==> config.mk <==
export PLATFORM = sky130hd
export DESIGN_NAME = mem_port_arbiter
export DESIGN_NICKNAME = d
export VERILOG_FILES = /design/src/rtl/mem_port_arbiter.sv
export SDC_FILE = /design/constraint.sdc
export NUM_CORES = 1
export LEC_CHECK = 0
export CAP_MARGIN = 20
export CORE_UTILIZATION = 42
export CTS_BUF_LIST = sky130_fd_sc_hd__clkbuf_8
export DETAILED_ROUTE_END_ITERATION = 10
export GPL_TIMING_DRIVEN = 0
export PLACE_DENSITY = 0.84
export SYNTH_ARGS = -nofsm -noshare
export SYNTH_HDL_FRONTEND = slang
export SYNTH_SLANG_ARGS = --single-unit
export TNS_END_PERCENT = 1
==> constraint.sdc <==
create_clock -name clk -period 2 [get_ports clk]
set_input_delay 0.2 -clock clk [delete_from_list [all_inputs] [get_ports clk]]
set_output_delay 0.2 -clock clk [all_outputs]
set_load 0.01 [all_outputs]
==> src/rtl/mem_port_arbiter.sv <==
// Arbitrates one single-ported memory between instruction-fetch and data requesters,
// with a bus timeout. Define MEM_ARB_ROUND_ROBIN_EN for alternating grants under contention.
module mem_port_arbiter #(
    parameter int unsigned ADDR_W  = 32,
    parameter int unsigned DATA_W  = 32,
    parameter int unsigned TIMEOUT = 15
) (
    input  logic              clk,
    input  logic              reset,
    input  logic              i_req,
    input  logic [ADDR_W-1:0] i_addr,
    output logic [DATA_W-1:0] i_rdata,
    output logic              i_ack,
    input  logic              d_req,
    input  logic              d_rd_wr,
    input  logic [ADDR_W-1:0] d_addr,
    input  logic [DATA_W-1:0] d_wdata,
    output logic [DATA_W-1:0] d_rdata,
    output logic              d_ack,
    output logic              mem_req,
    output logic              mem_rd_wr,
    output logic [ADDR_W-1:0] mem_addr,
    output logic [DATA_W-1:0] mem_wdata,
    input  logic [DATA_W-1:0] mem_rdata,
    input  logic              mem_ack,
    output logic              bus_err
);

    localparam int unsigned CNT_W = (TIMEOUT == 0) ? 1 : $clog2(TIMEOUT + 1);

    typedef enum logic [1:0] {
        IDLE,
        BUS_I,
        BUS_D,
        RESP
    } state_t;

    state_t              r_state, w_state_nxt;
    logic                r_mem_req, w_mem_req_nxt;
    logic                r_mem_rd_wr, w_mem_rd_wr_nxt;
    logic [ADDR_W-1:0]   r_mem_addr, w_mem_addr_nxt;
    logic [DATA_W-1:0]   r_mem_wdata, w_mem_wdata_nxt;
    logic [DATA_W-1:0]   r_i_rdata, w_i_rdata_nxt;
    logic [DATA_W-1:0]   r_d_rdata, w_d_rdata_nxt;
    logic                r_i_ack, w_i_ack_nxt;
    logic                r_d_ack, w_d_ack_nxt;
    logic                r_bus_err, w_bus_err_nxt;
    logic [CNT_W-1:0]    r_cnt, w_cnt_nxt;
    logic [CNT_W-1:0]    w_cnt_inc;
    logic                w_timeout;
    logic                w_grant_d;

    // Saturating wait counter; timeout fires when the next count would reach TIMEOUT
    assign w_cnt_inc = (&r_cnt) ? r_cnt : r_cnt + CNT_W'(1);
    assign w_timeout = (TIMEOUT != 0) && (w_cnt_inc == CNT_W'(TIMEOUT));

`ifdef MEM_ARB_ROUND_ROBIN_EN
    logic r_last_grant_d, w_last_grant_d_nxt;

    // Under contention the port not served last wins
    assign w_grant_d = d_req && (!i_req || !r_last_grant_d);

    always_comb begin
        w_last_grant_d_nxt = r_last_grant_d;
        if (r_state == IDLE && (i_req || d_req)) begin
            w_last_grant_d_nxt = w_grant_d;
        end
    end

    always_ff @(posedge clk) begin
        if (reset) begin
            r_last_grant_d <= 1'b0;
        end else begin
            r_last_grant_d <= w_last_grant_d_nxt;
        end
    end
`else
    assign w_grant_d = d_req;
`endif

    // Next-state and registered-output logic
    always_comb begin
        w_state_nxt     = r_state;
        w_mem_req_nxt   = r_mem_req;
        w_mem_rd_wr_nxt = r_mem_rd_wr;
        w_mem_addr_nxt  = r_mem_addr;
        w_mem_wdata_nxt = r_mem_wdata;
        w_i_rdata_nxt   = r_i_rdata;
        w_d_rdata_nxt   = r_d_rdata;
        w_i_ack_nxt     = 1'b0;
        w_d_ack_nxt     = 1'b0;
        w_bus_err_nxt   = 1'b0;
        w_cnt_nxt       = r_cnt;

        case (r_state)
            IDLE: begin
                w_cnt_nxt = '0;
                if (w_grant_d) begin
                    w_state_nxt     = BUS_D;
                    w_mem_req_nxt   = 1'b1;
                    w_mem_rd_wr_nxt = d_rd_wr;
                    w_mem_addr_nxt  = d_addr;
                    w_mem_wdata_nxt = d_wdata;
                end else if (i_req) begin
                    w_state_nxt     = BUS_I;
                    w_mem_req_nxt   = 1'b1;
                    w_mem_rd_wr_nxt = 1'b1;
                    w_mem_addr_nxt  = i_addr;
                end
            end
            BUS_I, BUS_D: begin
                if (mem_ack || w_timeout) begin
                    w_state_nxt   = RESP;
                    w_mem_req_nxt = 1'b0;
                    w_bus_err_nxt = !mem_ack;
                    if (r_state == BUS_I) begin
                        w_i_ack_nxt   = 1'b1;
                        w_i_rdata_nxt = mem_ack ? mem_rdata : '0;
                    end else begin
                        w_d_ack_nxt = 1'b1;
                        if (r_mem_rd_wr) begin
                            w_d_rdata_nxt = mem_ack ? mem_rdata : '0;
                        end
                    end
                end else begin
                    w_cnt_nxt = w_cnt_inc;
                end
            end
            RESP: begin
                w_cnt_nxt   = '0;
                w_state_nxt = IDLE;
            end
            default: begin
                w_state_nxt = IDLE;
            end
        endcase
    end

    always_ff @(posedge clk) begin
        if (reset) begin
            r_state     <= IDLE;
            r_mem_req   <= 1'b0;
            r_mem_rd_wr <= 1'b1;
            r_mem_addr  <= '0;
            r_mem_wdata <= '0;
            r_i_rdata   <= '0;
            r_d_rdata   <= '0;
            r_i_ack     <= 1'b0;
            r_d_ack     <= 1'b0;
            r_bus_err   <= 1'b0;
            r_cnt       <= '0;
        end else begin
            r_state     <= w_state_nxt;
            r_mem_req   <= w_mem_req_nxt;
            r_mem_rd_wr <= w_mem_rd_wr_nxt;
            r_mem_addr  <= w_mem_addr_nxt;
            r_mem_wdata <= w_mem_wdata_nxt;
            r_i_rdata   <= w_i_rdata_nxt;
            r_d_rdata   <= w_d_rdata_nxt;
            r_i_ack     <= w_i_ack_nxt;
            r_d_ack     <= w_d_ack_nxt;
            r_bus_err   <= w_bus_err_nxt;
            r_cnt       <= w_cnt_nxt;
        end
    end

    assign mem_req   = r_mem_req;
    assign mem_rd_wr = r_mem_rd_wr;
    assign mem_addr  = r_mem_addr;
    assign mem_wdata = r_mem_wdata;
    assign i_rdata   = r_i_rdata;
    assign d_rdata   = r_d_rdata;
    assign i_ack     = r_i_ack;
    assign d_ack     = r_d_ack;
    assign bus_err   = r_bus_err;

endmodule

# Word level (Yosys, flattened, before mapping)
# Index checks and enable logic that the tools add are counted.
word_totals:
  output_inout_bits: 133
  input_bits: 134
  reg_bits: 139
classes:
  n_reduce_logical: 15
  mux: 17
  n_bitwise: 3
  n_eq_ne: 7
  n_addsub: 1
ops:
  columns: ["cell", "count"]
  rows:
  - ["$mux 32", 3]
  - ["$mux 4", 2]
  - ["$pmux 4 s2", 1]
  - ["$reduce_and 4->1", 2]
  - ["$mux 1", 6]
  - ["$mux 2", 3]
  - ["$pmux 2 s3", 1]
  - ["$reduce_and 2->1", 3]
  - ["$reduce_and 3->1", 2]
  - ["$add 4x1->4 const B", 1]
  - ["$eq 2x2->1 const B", 2]
  - ["$eq 4x4->1 const B", 1]
  - ["$ne 2x2->1 const B", 2]
  - ["$reduce_bool 2->1", 2]
  - ["$reduce_or 2->1", 2]
  - ["$ne 3x3->1 const B", 1]
  - ["$not 1->1", 3]
  - ["$reduce_or 3->1", 1]
  - ["$eq 2x1->1 const B", 1]
  - ["$logic_not 2->1", 1]
  - ["$pmux 1 s2", 1]
  - ["$logic_not 1->1", 1]
  - ["$logic_or 1x1->1", 1]

# Depth between registers and ports, before layout
# Gate-level depths: netlist (run 1).
logic_depth:
  ltp_word: 6
  mapped_depth: 8
  ltp_nobuf: 6

# Least setup slack after synthesis (run 1)
# Ideal clock, no wire load.
synth_timing:
  path_kind: "flip-flop to flip-flop"
  start: "reg r_cnt[0]"
  end: "reg r_i_rdata[10], in the netlist i_rdata[10]"
  required_time_ps: 1878
  setup_time_ps: 122
  path_slack_ps: 194
  path_stages_with_launch: 7
  arrival_ps: 1684
  synth_period_minus_slack_ps: 1806
  n_path_buf: 1
  cell_sequence: "dfxtp_1 ha_1 or2b_1 o211ai_4 a21oi_4 buf_6 a221o_1"
synth_via:
  elab_chain_len: 5
synth_rtl:
  columns: ["element", "line", "rtl"]
  rows:
  - ["start: declaration", "48", "logic [CNT_W-1:0] r_cnt, w_cnt_nxt;"]
  - ["start signal: assignment", "163", "r_cnt <= w_cnt_nxt;"]
  - ["$add 4x1->4 / $reduce_and 4->1 (equally long branches)", "54", "assign w_cnt_inc = (&r_cnt) ? r_cnt : r_cnt + CNT_W'(1);"]
  - ["$mux 4 (*)", "54", null]
  - ["$eq 4x4->1 (*)", "55", "assign w_timeout = (TIMEOUT != 0) && (w_cnt_inc == CNT_W'(TIMEOUT));"]
  - ["$logic_or 1x1->1 (*)", "112", "if (mem_ack || w_timeout) begin"]
  - ["$reduce_and 3->1 (no source line) (*)", null, null]
  - ["end signal: assignment", "158", "r_i_rdata <= w_i_rdata_nxt;"]
  - ["end: declaration", "43", "logic [DATA_W-1:0] r_i_rdata, w_i_rdata_nxt;"]
# Every way passes the cells marked *; elsewhere a longest branch is shown, timed or not.
# A chain may end at the register's enable or synchronous reset.

# Worst setup path in the final report (run 1)
layout_timing:
  start: "reg r_cnt[0]"
  end: "reg r_i_rdata[28], in the netlist i_rdata[28]"
# The elaborated chain is that of the path after synthesis.

==> results of run 1 <==
routing by layer:
layer	part of all wire [%]	GRT usage, %	up-vias
met4	2.7	11.3	0
met1	38	27.0	2475
met3	9.2	9.38	40
met2	50	45.5	253
li1	-	-	2535
met5	0	0	-
worst paths after layout:
| kind | start | end | slack (ns) | cells after the start |
|---|---|---|---|---|
| max | r_cnt[0] | i_rdata[28] | 0.05 | 6 |
| min | d_req | mem_req | 0.27 | 4 |
| max reg2reg | r_cnt[0] | i_rdata[28] | 0.05 | 6 |
| min reg2reg | mem_wdata[31] | mem_wdata[31] | 0.46 | 2 |
cells in the mapped netlist, types with 5 or more instances:
| cell type | number | area (sq um) |
|---|---|---|
| sky130_fd_sc_hd__nor2_1 | 38 | 143 |
| sky130_fd_sc_hd__clkbuf_1 | 24 | 90.1 |
| sky130_fd_sc_hd__inv_1 | 5 | 18.8 |
| sky130_fd_sc_hd__mux2i_1 | 34 | 340 |
| sky130_fd_sc_hd__dfxtp_1 | 139 | 2780 |
| sky130_fd_sc_hd__nand2_1 | 76 | 285 |
| sky130_fd_sc_hd__nor3b_1 | 32 | 240 |
| sky130_fd_sc_hd__buf_2 | 11 | 55.1 |
| sky130_fd_sc_hd__a22o_1 | 30 | 263 |
| sky130_fd_sc_hd__buf_1 | 7 | 26.3 |
| sky130_fd_sc_hd__a211oi_1 | 33 | 248 |
| sky130_fd_sc_hd__a21oi_1 | 36 | 180 |
| sky130_fd_sc_hd__a221o_1 | 32 | 320 |
| sky130_fd_sc_hd__buf_6 | 6 | 67.6 |
flip-flops by register name (all words and copies together), names as in the netlist:
name / count
d_rdata: 32
mem_addr: 32
mem_rd_wr: 1
i_ack: 1
mem_wdata: 32
r_cnt: 4
i_rdata: 32
r_state: 2
d_ack: 1
bus_err: 1
mem_req: 1
per-stage QoR:
stage | area, sq um | std cells | worst slack (ns) | setup TNS (ns)
2_1_floorplan | 5370 | 539 | 0.194 | 0
3_3_place_gp | 8240 | 972 | -0.259 | -9.13
3_5_place_dp | 8240 | 972 | -0.275 | -12.53
4_1_cts | 8690 | 1003 | -0.0107 | -0.0224
5_1_grt | 8740 | 1004 | -0.0345 | -0.401
6_report | 8740 | 1004 | 0.0450 | 0
timing repair:
item,4_1_cts,5_1_grt
pin swaps,1,2
hold buffers,0,0
resized for setup,5,13
setup endpoints to repair,55,65
buffers inserted,0,1
worst min-delay path: stages:
cell                       delay (ns)
sky130_fd_sc_hd__buf_2           0.21
sky130_fd_sc_hd__nor2_1          0.09
sky130_fd_sc_hd__nand2_1         0.08
sky130_fd_sc_hd__a311oi_1        0.09
cells by family (layout without fill, tap and decap cells):
logic type / after synthesis / after routing
AO/OA/AOI/OAI: 144 / 144
XOR/XNOR: 1 / 1
adder cells (fa/ha/maj): 3 / 3
buffers and inverters: 54 / 351
flip-flops: 139 / 139
multiplexers: 35 / 35
AND/OR/NAND/NOR: 163 / 163
power groups by stage:
| stage | Sequential (mW) | Combinational, mW | Clock [mW] |
|---|---|---|---|
| 6_report | 3.92 | 3.98 | 2.51 |
| 3_5_place_dp | 3.96 | 3.92 | 0 |
| 5_1_grt | 4.00 | 4.31 | 2.65 |
| 2_1_floorplan | 4.21 | 1.55 | 0 |
| 3_3_place_gp | 3.91 | 3.83 | 0 |
| 4_1_cts | 3.91 | 3.96 | 2.53 |
cell type report:
type,count,area [sq um]
fill,888,3530
sequential,139,2790
timing repair buffer,266,2660
multi-input combinational,346,2370
clock buffer,20,275
buffer,47,245
tap,168,210
clock inverter,12,169
inverter,6,22.5
==> reports/qor.yml, run 1 <==
final_cell_mix: "265 x sky130_fd_sc_hd__clkdlybuf4s50_1, 137 x sky130_fd_sc_hd__dfxtp_1, 76 x sky130_fd_sc_hd__nand2_1"
synth_top_family_by_area: "compound AO/OA/AOI/OAI gates"
fraction_of_the_mapped_netlist_area_in_compound_gates_pct: 21.3
remaining_drc_errors: 0
postSynthAreaPerCell_sq_um: 9.97
drive_above_1_share_pct: 8.49
final_period_minus_worst_setup_slack_ns: 1.95
num_cts_buffers: 17
tightest_slew_ns: 0.543
finalWirelength_mm: 16.8
synth.yosys.warnings: 0
first_iter_violations: 440
timing.critical_path.slowest_stage_cell: "sky130_fd_sc_hd__dfxtp_4"
grt_start_max_net_pins: 17
final_net_count: 960
grt_pass1_wl_mm: 26.1
clkSinkCount: 139
grt_setup_unrepaired: "yes"
antennaDiodeCount: 0
grt_pass1_vias: 5335
areaGrowthSynthToFinish_pct: 62.6
irDropWorstVdd_mv: 0.743
ys_seq_area_share_pct: 51.8
wl_per_cell_microns: 16.7
internal-power_mw: 7.05
p_sw_share_pct: 32.3
hold_viol: 0
power.total_mw: 10.4
floorplan.die.height_microns: 115
design.core.area_sq_mm: 0.0123
max_freq_ghz: 0.512
synth_simple_gate_area_share_pct: 14.6
floorplan.initialDensity_pct: 43.8
avgViaCountPerCell: 5.28
crit_required_ns: 2.33
postSynthCellCount: 539
setup-violations-final: 0
layout_commonest_cell: "sky130_fd_sc_hd__clkdlybuf4s50_1"
max_stage_delay_ns: 0.38
die_area_sq_mm: 0.0133
die_width_microns: 115
drv_slew: 0
most_instantiated_flip_flop_cell_in_the_synthesis_netlist: "sky130_fd_sc_hd__dfxtp_1"
synth-edff-count: 0
cellLeakagePower_nw: 3.31
mappedNetlistArea_sq_mm: 0.00537
synthXorXnorAreaFrac_pct: 0.303
synth_adder_area_share_pct: 0.698
power.combinational.fraction_pct: 38.2
antenna_violations_before_repair: 0
io_buffer_count: 265
crit_path_cell_trace: "ha_4 > or2b_4 > o211ai_4 > a21oi_4 > buf_6 > a221o_1"
arrival_ns: 2.28
criticalPathCategory: "reg -> reg"
register_share_of_total_power_pct: 37.7
num_io_pins: 267
netSwitchingPower_mw: 3.37
routabilityCongestion: 0.820
timing.hold.ws_ns: 0.273
grt_usage_pct: 25.6
grt_remaining_overflow: 0
synthDistinctLibCells: 40
crit_buf_inv: 1
clock_path_buffers: 2
synthesis.nets: 676
cts_root_buf: "sky130_fd_sc_hd__clkbuf_8"
clk-insertion-delay-late_ns: 0.44
worst_slew_margin_rel_pct: 63.8
clock_tree.htree_level_count: 4
drt.antenna.violating_nets: 0
skew_final_ns: 0.0160
worst-path-max-fanout: 10
timing.critical_path.from_type: "flop"
number_of_storage_elements_in_the_synthesis_netlist: 139
utilization_after_layout_pct: 71.2
cell_area_power_density_mw_per_mm2: 1190
tritoncts: "built"
hpwl_mm: 12.8
final.period_utilization_pct: 97.7
row_count: 40
p_clk_share_pct: 24.1
synthArstFlopShare_pct: 0
muxShareOfSynthArea_pct: 6.54
detailroute.via_count: 5303
drtPass1Iterations: 5
kind_of_end_point_of_the_critical_path: "flop"
worstHoldPathType: "in -> reg"
max_cap_violations: 0
critPathTopFamily: "compound AO/OA/AOI/OAI gates"
outcome: "complete, no violations"
clkSlewWorstSetupHoldPaths_ns: 0.07
(Power assumes the default switching activity.)
==> run 2, diff against run 1 <==
Settings changed: SLEW_MARGIN set to 0.
==> results of run 2 <==
No change in the layout: final DEF, timing and power equal those of run 1.
